--- config.mk ---
export PLATFORM = sky130hd
export DESIGN_NAME = lfsr_period_monitor
export DESIGN_NICKNAME = d
export VERILOG_FILES = /design/src/rtl/lfsr_period_monitor.sv
export SDC_FILE = /design/constraint.sdc
export NUM_CORES = 1
export LEC_CHECK = 0
export ABC_AREA = 1
export CAP_MARGIN = 20
export CORE_MARGIN = 10
export CORE_UTILIZATION = 55
export DETAILED_ROUTE_END_ITERATION = 8
export GPL_ROUTABILITY_DRIVEN = 1
export HOLD_SLACK_MARGIN = 0.03
export PLACE_DENSITY_LB_ADDON = 0.12
export SYNTH_ARGS = -nofsm -noshare
export SYNTH_HDL_FRONTEND = slang
export SYNTH_SLANG_ARGS = --single-unit
--- constraint.sdc ---
create_clock -name clk -period 1.9 [get_ports clk]
set_clock_uncertainty 0.2 [all_clocks]
set_input_delay 0.38 -clock clk [delete_from_list [all_inputs] [get_ports clk]]
set_output_delay 0.38 -clock clk [all_outputs]
set_load 0.01 [all_outputs]
--- src/rtl/lfsr_period_monitor.sv ---
// Period / lock-up / tail checker for a 4-bit LFSR state stream.
// Captures the first valid state as reference and counts samples until it recurs.
module lfsr_period_monitor #(
  parameter int MAX_LEN = 15
) (
  input  logic       clk,
  input  logic       rst,
  input  logic       start,
  input  logic       valid,
  input  logic [3:0] data_in,
  output logic       busy,
  output logic       done,
  output logic [4:0] period,
  output logic       maximal,
  output logic       lockup,
  output logic       repeat_err
);

  typedef enum logic [1:0] {
    IDLE = 2'd0,
    ARM  = 2'd1,
    RUN  = 2'd2,
    DONE = 2'd3
  } state_t;

  state_t      state_r, state_s;
  logic [3:0]  ref_r, ref_s;
  logic [15:0] seen_r, seen_s;
  logic [4:0]  count_r, count_s;
  logic [4:0]  period_s;
  logic        maximal_s, lockup_s, repeat_err_s;
  logic        busy_s, done_s;

  // Next-state, datapath and registered-output computation.
  always_comb begin
    state_s      = state_r;
    ref_s        = ref_r;
    seen_s       = seen_r;
    count_s      = count_r;
    period_s     = period;
    maximal_s    = maximal;
    lockup_s     = lockup;
    repeat_err_s = repeat_err;

    if (start) begin
      // start wins over valid in every state; the sample is discarded
      state_s      = ARM;
      ref_s        = 4'd0;
      seen_s       = 16'd0;
      count_s      = 5'd0;
      period_s     = 5'd0;
      maximal_s    = 1'b0;
      lockup_s     = 1'b0;
      repeat_err_s = 1'b0;
    end else begin
      case (state_r)
        IDLE: begin
          state_s = IDLE;
        end
        ARM: begin
          if (valid) begin
            ref_s            = data_in;
            seen_s[data_in]  = 1'b1;
            count_s          = 5'd1;
            if (data_in == 4'd0) begin
              // all-zero is a fixed point of the LFSR
              state_s   = DONE;
              lockup_s  = 1'b1;
              period_s  = 5'd1;
              maximal_s = 1'b0;
            end else begin
              state_s = RUN;
            end
          end else begin
            state_s = ARM;
          end
        end
        RUN: begin
          if (valid) begin
            if (data_in == ref_r) begin
              state_s   = DONE;
              period_s  = count_r;
              maximal_s = (count_r == 5'(MAX_LEN)) && !lockup;
            end else if (seen_r[data_in]) begin
              state_s      = DONE;
              repeat_err_s = 1'b1;
              period_s     = 5'd0;
              maximal_s    = 1'b0;
            end else begin
              seen_s[data_in] = 1'b1;
              count_s         = count_r + 5'd1;
              if (data_in == 4'd0) begin
                lockup_s = 1'b1;
              end else begin
                lockup_s = lockup;
              end
            end
          end else begin
            state_s = RUN;
          end
        end
        DONE: begin
          state_s = DONE;
        end
        default: begin
          state_s = IDLE;
        end
      endcase
    end

    busy_s = (state_s == ARM) || (state_s == RUN);
    done_s = (state_s == DONE);
  end

  // State, datapath and output registers.
  always_ff @(posedge clk or negedge rst) begin
    if (!rst) begin
      state_r    <= IDLE;
      ref_r      <= 4'd0;
      seen_r     <= 16'd0;
      count_r    <= 5'd0;
      busy       <= 1'b0;
      done       <= 1'b0;
      period     <= 5'd0;
      maximal    <= 1'b0;
      lockup     <= 1'b0;
      repeat_err <= 1'b0;
    end else begin
      state_r    <= state_s;
      ref_r      <= ref_s;
      seen_r     <= seen_s;
      count_r    <= count_s;
      busy       <= busy_s;
      done       <= done_s;
      period     <= period_s;
      maximal    <= maximal_s;
      lockup     <= lockup_s;
      repeat_err <= repeat_err_s;
    end
  end

endmodule

==> reports/metrics.cfg <==
[logic_synthesis]
ys_async_sr_fraction = 1.000
synthSimpleGateAreaFrac = 0.4079
synth_fa_ha_area_frac = 0.01593
yosys-top-cells-area = dfrtp_1 (39%), nand2_1 (13%), nand3_1 (6.8%)
ys.warnings.count = 0
yosysSeqAreaShare = 0.3930
synth_area_sq_um = 2356
avgSynthCellArea_sq_um = 7.801
synth_nets = 313
yosys.area.top_type_share = 0.3930
synth_compound_area_frac = 0.06585
synth_edf_count = 0
synth_xor_area_frac = 0.02230
synth_top_family_by_area = simple AND/OR/NAND/NOR gates
netlist_instances = 302
yosysMostFrequentCell = nand2_1
yosysTopAreaCell = dfrtp_1
yosys-top-cells-count = nand2_1 (84), dfrtp_1 (37), nand3_1 (32), nor2_1 (32), nand2_2 (25)
synth_top_flop_cell = dfrtp_1
netlist-cell-type-count = 29
synth-seq-cells = 37
synthMuxAreaShare = 0

[clock_network]
cts_buffers = 5
cts_num_sinks = 37
clock_path_buffers = 2
root_buffer = clkbuf_8
clk_latency_ns = 0.30
cts_tree = built
path_clk_slew_ns = 0.08
htree_levels = 2
cts_setup_buffers = 0

[pwr]
power_leakage_nw = 1.522
p_total_mw = 2.018
power.density_nw_per_um2 = 691.6
ir_drop_v = 0.0003617

[finish]
area_delta_synth_final_pct = 23.84
diodes = 0
drive_gt1_frac = 0.2773
final_nets = 367
n_fill_cell = 348

[routing]
vias = 2025
post-route-drc-count = 0
via_per_inst = 4.975
wl_per_cell_um = 12.42
postRouteAntennaNets = 0
drt_iter0_markers = 67
routed_wl_um = 5053
dr.pass1.iters = 4

[placed_design]
dpl.hpwl_um = 3836
gp_congestion = 0.8764
numPortBuffers = 17

[setup_path]
rr_startpoint = seen_r[9]$_DFFE_PN0P_
crit_path_cell_trace = clkdlybuf4s50_1
cp_top_family = buffers and inverters
r2r_setup_slack_ns = 0.17
reg2reg_to = busy$_DFF_PN0_
path_buf_inv = 1
cp_data_arrival_time_ns = 1.24
slowest_delay_ns = 0.55
start_kind = flop
cp.depth = 1
slowest_stage = clkdlybuf4s50_1
crit_fanout = 3
path_class = flop to output pin
cp-end-kind = output pin
r2r_cells = 11
crit_required_ns = 1.32

[min_path]
hp-start = period[4]$_DFFE_PN0P_
whs_endpoint = period[4]$_DFFE_PN0P_
hold_path_depth = 2
hold_class = flop to flop

[floorplanning]
die_x_um = 85.45
chipHeight_um = 85.45
die-area_sq_um = 7302
row_count = 23
core_sq_um = 4086
initial_utilization = 0.5765
io-pin-count = 18

[global_route]
grt.overflow.total = 0
grt_max_degree = 20
track_usage = 0.1494
grt_pass1_vias = 2024
antenna_found_initial = 0
grt_pass1_wl_um = 9177

[timing]
tightest_slew_ns = 0.2749
rsz0062_at_grt = no
finalMaxSlewViolations = 0
max_slew_margin = 0.8161
setup_viol = 0
period_needed_ns = 1.824
fmax_mhz = 548.4
hold-worst-slack_ns = 0.2705
post-route-period-util = 0.9598
final-hold-violation-count = 0

[run]
cap_violations = 0

[status]
outcome = finished, final reports clean

[repair_timing]
action	CTS	global route
resized for setup	7	4
gates cloned	1	0
hold buffers	1	0
setup endpoints to repair	30	19
pin swaps	1	1
endpoints found under the hold margin	37	0
[placed cells by master (no fill, tap or decap)]
master           synthesis  routed
nand4_4                  1       1
dfrtp_1                 37      37
nor2_8                   1       1
nand3_1                 32      32
inv_2                    8       8
nand2_2                 25      27
clkdlybuf4s50_1          0      12
buf_12                   2       3
dlygate4sd2_1            0       3
o211ai_1                 1       1
buf_4                    1      34
nand3b_1                 1       1
nor2_4                   2       3
nand3_4                  3       3
o21ai_0                  5       5
nor2_2                   2       2
buf_6                    5       1
dlygate4sd3_1            0       1
nand2_1                 84      82
nand2_8                  1       2
buf_2                    1       1
clkinv_2                 0       2
o211ai_2                 1       1
xor2_1                   6       6
a21oi_1                 20      20
nor2_1                  32      31
clkinvlp_4               0       1
ha_1                     3       3
nand4_1                  3       3
inv_6                    1       1
nand2_4                  3       3
inv_1                   18      18
clkdlybuf4s15_1          0       1
clkbuf_8                 0       5
o21ai_1                  2       2
[sequential cells by signal, indices dropped and copies added (netlist names)]
register	cells
done	1
count_r	5
seen_r	16
ref_r	4
repeat_err	1
period	5
state_r	2
lockup	1
busy	1
maximal	1
[area by class of cell]
class | count | area (sq um) | share of cell area
Clock buffer | 5 | 68.82 | 0.02358
Clock inverter | 3 | 17.52 | 0.006003
Inverter | 27 | 106.4 | 0.03645
Multi-Input combinational cell | 229 | 1239 | 0.4245
Sequential cell | 37 | 925.9 | 0.3173
Tap cell | 50 | 62.56 | 0.02144
Timing Repair Buffer | 56 | 498.0 | 0.1707
[layer usage]
layer  GRT usage  up-vias  routed length (um)
met5           0        -                   0
met4     0.06437        0                 114
met3     0.04302       12                 263
met2      0.2466       37                2375
met1      0.1759      912                2300
li1            -     1064                   -
[worst max-delay path by stage]
| stage | endpoint | from |
|---|---|---|
| after global placement | busy$_DFF_PN0_ | data_in[0] |
| after floorplan | busy$_DFF_PN0_ | data_in[0] |
| after detailed placement | busy$_DFF_PN0_ | data_in[0] |
| after global routing | seen_r[12]$_DFFE_PN0P_ | data_in[0] |
| final | lockup | lockup$_DFFE_PN0P_ |
| after CTS | lockup | lockup$_DFFE_PN0P_ |
[stage by stage]
stage / area (sq um) / cells / setup WS [ns] / util / setup TNS, ns
after floorplan: 2356 / 302 / 0.1392 / - / 0
after global placement: 2789 / 397 / -0.4031 / 0.6825 / -11.71
after detailed placement: 2789 / 397 / -0.4285 / 0.6825 / -12.38
after CTS: 2900 / 407 / 0.06467 / 0.7097 / 0
after global routing: 2918 / 407 / 0.003953 / 0.7140 / 0
final: 2918 / 407 / 0.07638 / 0.7140 / 0
[cells by family (layout without fill, tap and decap cells)]
| logic type | after synthesis | in the layout |
|---|---|---|
| AOI/OAI and AO/OA | 29 | 29 |
| adders and majority gates | 3 | 3 |
| and+or+nand+nor | 190 | 191 |
| DFF | 37 | 37 |
| xor gates and xnor gates | 6 | 6 |
| buffers and inverters | 37 | 91 |
[power by group]
group / internal (mW) / switching (mW)
registers: 0.852 / 0.0600
clock network: 0.253 / 0.299
logic: 0.231 / 0.323
total: 1.34 / 0.682
(Power assumes the default switching activity.)
